===== config.mk =====
export PLATFORM = sky130hd
export DESIGN_NAME = program_loader
export DESIGN_NICKNAME = d
export VERILOG_FILES = /design/src/rtl/loader_pkg.sv /design/src/rtl/byte_assembler.sv /design/src/rtl/program_loader.sv
export SDC_FILE = /design/constraint.sdc
export NUM_CORES = 1
export LEC_CHECK = 0
export CORE_MARGIN = 2
export CORE_UTILIZATION = 40
export DETAILED_ROUTE_END_ITERATION = 8
export GPL_ROUTABILITY_DRIVEN = 0
export GPL_TIMING_DRIVEN = 0
export PLACE_DENSITY_LB_ADDON = 0.25
export SYNTH_ARGS = -nofsm -noshare
export SYNTH_HDL_FRONTEND = slang
export SYNTH_SLANG_ARGS = --single-unit

===== constraint.sdc =====
create_clock -name clk -period 4.7 [get_ports clk]
set_input_delay 0.94 -clock clk [delete_from_list [all_inputs] [get_ports clk]]
set_output_delay 0.94 -clock clk [all_outputs]
set_load 0.02 [all_outputs]

===== src/rtl/loader_pkg.sv =====
// Shared definitions for the boot-time program loader.
//
// Contents:
//   loader_state_t  - loader FSM states (HDR, DATA, CSUM, DONE, ERR)
//   BYTES_PER_WORD  - bytes assembled into one instruction word
//   ADDR_STEP       - byte-address increment between consecutive words
package loader_pkg;

    typedef enum logic [2:0] {
        HDR  = 3'd0,
        DATA = 3'd1,
        CSUM = 3'd2,
        DONE = 3'd3,
        ERR  = 3'd4
    } loader_state_t;

    localparam int          BYTES_PER_WORD = 4;
    localparam logic [31:0] ADDR_STEP      = 32'd4;

endpackage


===== src/rtl/byte_assembler.sv =====
// Little-endian byte-to-word assembler shared by the header, data and
// checksum phases of the program loader.
//
// Ports:
//   clk         in   clock
//   rstn        in   asynchronous active-low reset
//   rx_byte     in   [7:0] incoming byte
//   accept      in   byte is consumed this cycle
//   clear       in   drop any partially assembled word
//   word        out  [31:0] word including the byte presented this cycle
//   word_valid  out  this cycle's accepted byte completes a word
//
// word/word_valid are combinational from the current byte so the parent can
// register the completed word on the same edge that accepts its last byte.
module byte_assembler
    import loader_pkg::*;
(
    input  logic        clk,
    input  logic        rstn,
    input  logic [7:0]  rx_byte,
    input  logic        accept,
    input  logic        clear,
    output logic [31:0] word,
    output logic        word_valid
);

    logic [1:0]  byte_cnt_reg;
    logic [31:0] shift_reg;
    logic        last_byte;

    // First byte received ends up in bits [7:0] after four shifts.
    assign word       = {rx_byte, shift_reg[31:8]};
    assign last_byte  = (byte_cnt_reg == 2'(BYTES_PER_WORD - 1));
    assign word_valid = accept && last_byte;

    always_ff @(posedge clk or negedge rstn) begin
        if (!rstn) begin
            byte_cnt_reg <= 2'd0;
            shift_reg    <= 32'd0;
        end else if (clear) begin
            byte_cnt_reg <= 2'd0;
        end else if (accept) begin
            shift_reg    <= word;
            byte_cnt_reg <= byte_cnt_reg + 2'd1;
        end
    end

endmodule


===== src/rtl/program_loader.sv =====
// Boot-time instruction-memory writer. Receives the program image as a UART
// byte stream: a 4-byte little-endian word count N, then N little-endian
// data words, optionally followed by a 4-byte checksum trailer. Each data
// word is written to instruction memory at byte address 4*index.
//
// Optional feature macro: PROGRAM_LOADER_CHECKSUM_EN
//   defined   - a 4-byte trailer holding the 32-bit wrap-around sum of the
//               data words is expected and checked
//   undefined - no trailer; the last data word (or an N==0 header) ends the load
//
// Ports:
//   clk          in   clock
//   rstn         in   asynchronous active-low reset
//   rx_data      in   [7:0]  byte from UART receiver
//   rx_valid     in   rx_data valid
//   rx_ready     out  loader accepts a byte (HDR/DATA/CSUM)
//   pro_addr     out  [31:0] byte address of the word being written
//   pro_data     out  [31:0] instruction word being written
//   memwrite     out  one-cycle write strobe
//   load_done    out  image loaded without error (sticky)
//   load_error   out  header count or checksum failed (sticky)
//   words_loaded out  [31:0] words written so far
module program_loader
    import loader_pkg::*;
#(
    parameter int MAX_WORDS = 23001
)
(
    input  logic        clk,
    input  logic        rstn,
    input  logic [7:0]  rx_data,
    input  logic        rx_valid,
    output logic        rx_ready,
    output logic [31:0] pro_addr,
    output logic [31:0] pro_data,
    output logic        memwrite,
    output logic        load_done,
    output logic        load_error,
    output logic [31:0] words_loaded
);

`ifdef PROGRAM_LOADER_CHECKSUM_EN
    localparam loader_state_t AFTER_DATA = CSUM;
`else
    localparam loader_state_t AFTER_DATA = DONE;
`endif

    loader_state_t state_reg, state_next;

    logic [31:0] count_reg;
    logic [31:0] words_loaded_reg;
    logic [31:0] pro_addr_reg;
    logic [31:0] pro_data_reg;
    logic        memwrite_reg;

    logic        accept;
    logic        asm_clear;
    logic [31:0] asm_word;
    logic        word_valid;
    logic        last_word;

`ifdef PROGRAM_LOADER_CHECKSUM_EN
    logic [31:0] sum_reg;
`endif

    assign rx_ready  = (state_reg == HDR) || (state_reg == DATA) || (state_reg == CSUM);
    assign accept    = rx_valid && rx_ready;
    assign asm_clear = (state_reg == DONE) || (state_reg == ERR);
    // words_loaded_reg doubles as the index of the word being completed.
    assign last_word = ((words_loaded_reg + 32'd1) == count_reg);

    byte_assembler u_asm (
        .clk        (clk),
        .rstn       (rstn),
        .rx_byte    (rx_data),
        .accept     (accept),
        .clear      (asm_clear),
        .word       (asm_word),
        .word_valid (word_valid)
    );

    always_ff @(posedge clk or negedge rstn) begin
        if (!rstn) begin
            state_reg <= HDR;
        end else begin
            state_reg <= state_next;
        end
    end

    always_comb begin
        state_next = state_reg;
        case (state_reg)
            HDR: begin
                if (word_valid) begin
                    if (asm_word > 32'(MAX_WORDS)) begin
                        state_next = ERR;
                    end else if (asm_word == 32'd0) begin
                        state_next = AFTER_DATA;
                    end else begin
                        state_next = DATA;
                    end
                end
            end
            DATA: begin
                if (word_valid && last_word) begin
                    state_next = AFTER_DATA;
                end
            end
            CSUM: begin
`ifdef PROGRAM_LOADER_CHECKSUM_EN
                if (word_valid) begin
                    state_next = (asm_word == sum_reg) ? DONE : ERR;
                end
`else
                state_next = ERR;
`endif
            end
            default: state_next = state_reg;
        endcase
    end

    always_ff @(posedge clk or negedge rstn) begin
        if (!rstn) begin
            count_reg        <= 32'd0;
            words_loaded_reg <= 32'd0;
            pro_addr_reg     <= 32'd0;
            pro_data_reg     <= 32'd0;
            memwrite_reg     <= 1'b0;
        end else begin
            memwrite_reg <= 1'b0;
            if ((state_reg == HDR) && word_valid) begin
                count_reg <= asm_word;
            end
            if ((state_reg == DATA) && word_valid) begin
                pro_addr_reg     <= words_loaded_reg * ADDR_STEP;
                pro_data_reg     <= asm_word;
                memwrite_reg     <= 1'b1;
                words_loaded_reg <= words_loaded_reg + 32'd1;
            end
        end
    end

`ifdef PROGRAM_LOADER_CHECKSUM_EN
    always_ff @(posedge clk or negedge rstn) begin
        if (!rstn) begin
            sum_reg <= 32'd0;
        end else if ((state_reg == DATA) && word_valid) begin
            sum_reg <= sum_reg + asm_word;
        end
    end
`endif

    assign pro_addr     = pro_addr_reg;
    assign pro_data     = pro_data_reg;
    assign memwrite     = memwrite_reg;
    assign words_loaded = words_loaded_reg;
    assign load_done    = (state_reg == DONE);
    assign load_error   = (state_reg == ERR);

endmodule


# Word-level counts from Yosys, hierarchy flattened
# Index checks and enable logic that the tools add are counted.
totals:
  word_cells: 42
  in_bits: 11
  output_inout_bits: 100
  ff_bits: 164
op_classes:
  add_sub_neg: 2
  order_cmp: 1
  n_bitwise: 1
  n_eq_ne: 8
  n_reduce_logical: 14
  n_mux: 8
op_table:
  columns: ["operator", "n"]
  rows:
  - ["$add A32 B1 Y32 const B", 1]
  - ["$eq A32 B32 Y1", 1]
  - ["$gt A32 B15 Y1 const B", 1]
  - ["$logic_not A32 Y1", 1]
  - ["$mux W3", 3]
  - ["$pmux W3 S3", 1]
  - ["$eq A3 B2 Y1 const B", 2]
  - ["$mux W2", 3]
  - ["$logic_and A1 B1 Y1", 5]
  - ["$eq A3 B1 Y1 const B", 1]
  - ["$eq A3 B3 Y1 const B", 1]
  - ["$logic_not A3 Y1", 1]
  - ["$logic_or A1 B1 Y1", 3]
  - ["$reduce_and A3 Y1", 1]
  - ["$reduce_bool A3 Y1", 1]
  - ["$add A2 B1 Y2 const B", 1]
  - ["$eq A2 B2 Y1 const B", 1]
  - ["$ne A2 B1 Y1 const B", 1]
  - ["$ne A2 B2 Y1 const B", 1]
  - ["$reduce_and A2 Y1", 1]
  - ["$reduce_bool A2 Y1", 1]
  - ["$mux W1", 1]
  - ["$not A1 Y1", 1]

# Logic depth before layout (Yosys ltp)
logic_depth:
  depth_word: 8
  depth_mapped: 8

# Cells and area by module
# A second synthesis with hierarchy kept.
hier_totals:
  cells_unflattened: 743
  hier_area_um2: 7611.0
modules_own_cells:
  columns: ["mod", "n_inst", "cells_each", "seq_area_each_um2", "area_per_inst_um2"]
  rows:
  - ["program_loader", 1, 675, 3253.1, 6443.7]
  - ["byte_assembler", 1, 68, 650.6, 1167.4]

# Worst setup path after synthesis
# OpenSTA, ideal clock, no wires.
synth_path:
  path_kind: "register to register"
  from: "register words_loaded_reg[0], in the netlist words_loaded[0]"
  to: "register state_reg[1]"
  n_path_buf: 0
  path_slack_ns: 2.274
  setup_ns: 0.076
  path_stages_with_launch: 9
  period_less_slack_ns: 2.426
  arrival_ns: 2.349
  cell_sequence: "dfrtp_1 ha_1 nand4_1 or3_1 a2111oi_2 o22ai_1 nor4_1 nand4_1 o21ai_1"
synth_via:
  elab_chain_cells: 5
synth_lines:
  columns: ["element", "line", "rtl"]
  rows:
  - ["from (decl)", "program_loader.sv:51", "logic [31:0] words_loaded_reg;"]
  - ["from (signal assigned)", "program_loader.sv:138", "words_loaded_reg <= words_loaded_reg + 32'd1;"]
  - ["$add A32 B1 Y32", "program_loader.sv:70", "assign last_word = ((words_loaded_reg + 32'd1) == count_reg);"]
  - ["$eq A32 B32 Y1", "program_loader.sv:70", null]
  - ["$logic_and A1 B1 Y1", "program_loader.sv:105", "if (word_valid && last_word) begin"]
  - ["$ne A2 B1 Y1 (no source line)", null, null]
  - ["$reduce_and A3 Y1 (no source line)", null, null]
  - ["to (signal assigned)", "program_loader.sv:86", "state_reg <= state_next;"]
  - ["to (decl)", "program_loader.sv:48", "loader_state_t state_reg, state_next;"]
# Every way passes these cells.
# A chain may end at the register's enable or synchronous reset.

# Final worst setup path
layout_path:
  from: "input rx_valid"
  to: "register pro_data_reg[2], in the netlist pro_data[2]"
layout_via:
  elab_chain_cells: 3
layout_lines:
  columns: ["element", "line", "rtl"]
  rows:
  - ["from (decl)", "program_loader.sv:32", "input logic rx_valid,"]
  - ["$logic_and A1 B1 Y1", "program_loader.sv:67", "assign accept = rx_valid && rx_ready;"]
  - ["$logic_and A1 B1 Y1", "byte_assembler.sv:34", "assign word_valid = accept && last_byte;"]
  - ["$logic_and A1 B1 Y1", "program_loader.sv:134", "if ((state_reg == DATA) && word_valid) begin"]
  - ["to (signal assigned)", "program_loader.sv:136", "pro_data_reg <= asm_word;"]
  - ["to (decl)", "program_loader.sv:53", "logic [31:0] pro_data_reg;"]
# Every way passes these cells.

==> results by group <==
Outcome
  – Status: completed

Routing
  – WL/cell: 17.2 um
  – Initial DRC count: 421
  – Vias/cell: 5.10
  – Total Wirelength: 18500 um
  – DRC: 0
  – Total number of vias: 5508
  – Antenna Nets Post-Route: 0
  – Drt first pass iters: 4

Timing
  – Relative slew margins: 45.1%
  – Final hold vios: 0
  – Period utilization: 71.1%
  – Clock skew: 11.6 ps
  – Worst Max-Slew Pin Slew: 824 ps
  – Achievable Freq: 0.299 GHz
  – Final max-slew violation count: 0
  – Setup violations, final: 0
  – Post-route setup slack: 1360 ps
  – Min Tclk post-route: 3340 ps
  – RSZ-0062 raised after global routing: false

Logic synthesis
  – Distinct cells, synth: 58
  – Syn Inst Count: 708
  – Async set-reset flop share out of synthesis: 100%
  – Synth Warn #: 0
  – Yosys reg bits: 156
  – Post-Syn Area: 7270 um^2
  – Register area share after synthesis: 53.7%
  – Ys flop type: dfrtp_1
  – Syn Area/Cell: 10.3 um^2
  – EDFF count, synth: 0

Hold path
  – Type of the worst min-delay path: primary input to async pin

Global routing
  – GR Util All Layers: 19.9%
  – Initial antenna violation count: 0
  – Vias in the first global route: 5430
  – First-pass GRT wire length: 30200 um
  – Grt total ovfl: 0
  – Maximum number of pins on one net before global-route repair: 93

Setup path
  – Setup crit end kind: register
  – Crit path buffers/inverters: 4
  – Crit-path cells: clkdlybuf4s50_1, nor2b_1, nand4b_1, inv_1, clkbuf_1, clkbuf_1, nand2_1, nand2_1
  – CP arrival: 3720 ps
  – Critical Path RT: 5070 ps
  – Worst Setup Start Kind: primary input
  – Crit path max fanout: 10
  – Reg2Reg Setup Slack: 1700 ps
  – Setup CP Type: primary input to register
  – Critical Path Slowest Stage Cell: clkbuf_1
  – CP max stage delay: 640 ps
  – Cell family with most CP delay: buffers and inverters

Floorplanning
  – Io pins: 111
  – Core Area: 17900 um^2
  – Vert. Die Dim: 139 um
  – Die area: 19300 um^2
  – FP Rows: 49
  – Die W: 139 um
  – Starting Density: 40.6%

Power and ir drop
  – Peak supply drop: 314 uV
  – PwrDens: 448 nW/um^2
  – Static leakage: 4.34 nW

Clocking
  – Post-CTS Hold Buffers: 0
  – Reg clk slew, reported paths: 60 ps
  – Post CTS Setup Buffer Count: 0
  – Clock Latency Late Sink: 440 ps
  – CTS Buffer Depth: 2
  – Cts repair resizes: 0
  – Sink Count: 156
  – CTS tree: yes
  – CTS buffer count: 17
  – # H-tree levels: 4
  – CTS Root Cell: clkbuf_16

Job
  – # Max-Cap Violations: 0

Placed design
  – HPWL Detailed: 13300 um
  – I/O Buffers: 108
  – DP Worst Slack: 936 ps

Cells and area
  – Multi-input gate area: 3160 um^2
  – Commonest non-fill, non-tap cell in the layout: nand2_1
  – # fillers: 1634
  – Commonest cells after routing, fill and taps aside: 217 x nand2_1, 156 x dfrtp_1, 107 x clkdlybuf4s50_1
  – Post-layout util: 52.1%
  – Sequential Area: 3900 um^2
  – Nets@finish: 850
  – Ant. Diodes: 0
  – Layout cells sized above 1: 13.9%
  – Layout area overhead: 28.3%
[through the flow]
stage               area (um^2)  cells  total power [W]  hold slack, ps  TNS, ps
finish                     9330   1079          0.00418             443        0
global route               9330   1079          0.00437             465        0
CTS                        9330   1079          0.00419             461        0
detailed placement         8670   1047          0.00267             463        0
global placement           8640   1046          0.00264             458  -583670
floorplan                  7270    709          0.00237             483        0
[worst paths after layout]
path | from | end | cells past startpoint
hold reg to reg | pro_data[26] | pro_data[26] | 2
hold / removal | rstn | pro_addr[15] | 1
max in group asynchronous | rstn | u_asm.shift_reg[30] | 2
min in group clk | pro_data[26] | pro_data[26] | 2
setup / recovery | rx_valid | pro_data[2] | 8
setup reg to reg | words_loaded[0] | state_reg[1] | 8
[power by group]
group | switching (W) | internal [W] | total (W)
Combinational | 0.000312 | 0.000428 | 0.000740
Clock | 0.000566 | 0.000960 | 0.00153
Sequential | 0.000331 | 0.00158 | 0.00191
[area by class of cell]
type,instances,area share [%]
flip-flops and latches,156,41.8
multi-input cells,506,33.9
repair buffers,109,11.9
clock buffers,19,4.75
well taps,229,3.07
clock inverters,13,2.28
plain buffers,43,2.05
inverters,4,0.161
[cell usage after synthesis, types with 2 or more instances]
library cell | instances | share of area [%]
o21ai_0 | 4 | 0.28
nand3b_1 | 2 | 0.21
buf_4 | 5 | 0.52
buf_1 | 4 | 0.21
a31oi_1 | 3 | 0.26
a21oi_1 | 9 | 0.62
mux2i_1 | 2 | 0.28
a2111oi_2 | 2 | 0.41
buf_2 | 9 | 0.62
o21ai_1 | 2 | 0.14
nor2b_1 | 2 | 0.17
or3_1 | 7 | 0.60
clkbuf_1 | 25 | 1.3
and4_1 | 4 | 0.48
inv_1 | 4 | 0.21
xnor2_1 | 45 | 5.4
nor2_1 | 18 | 0.93
o21bai_1 | 2 | 0.21
dfrtp_1 | 156 | 54
nand2_1 | 217 | 11
xor2_1 | 30 | 3.6
nand3_1 | 18 | 1.2
and2_1 | 3 | 0.26
o22ai_1 | 2 | 0.17
ha_1 | 2 | 0.34
mux2_2 | 57 | 8.8
or4_1 | 2 | 0.21
nor4_1 | 10 | 0.86
o2111ai_1 | 2 | 0.24
nor4b_1 | 2 | 0.24
and3_1 | 5 | 0.43
nor3_1 | 13 | 0.89
nand4_1 | 15 | 1.3
[kinds of logic after synthesis]
group	after synthesis	synth area share (%)
adder cells (fa/ha/maj)	2	0.344
other	1	0.0516
AO/OA/AOI/OAI	37	3.72
flip-flops	156	53.7
AND/OR/NAND/NOR	331	21.2
buffers and inverters	47	2.84
XOR/XNOR	75	9.04
multiplexers	59	9.11
[worst register-to-register path, stage by stage, from the launching register on]
cell     delay [ps]
dfrtp_1         550
ha_1            370
nand4_1         270
or3_1           550
nor3_2          440
nand4_1         200
xnor2_1         200
nand4_1         170
o21ai_1         160
[metal layers]
layer,global-route usage (%),vias up,routed length (um)
met1,28.6,2686,9030
met4,5.53,0,147
met5,0,-,0
li1,-,2656,-
met3,3.87,11,873
met2,31.1,155,8480
No activity file was read; power rests on OpenSTA's default activity.
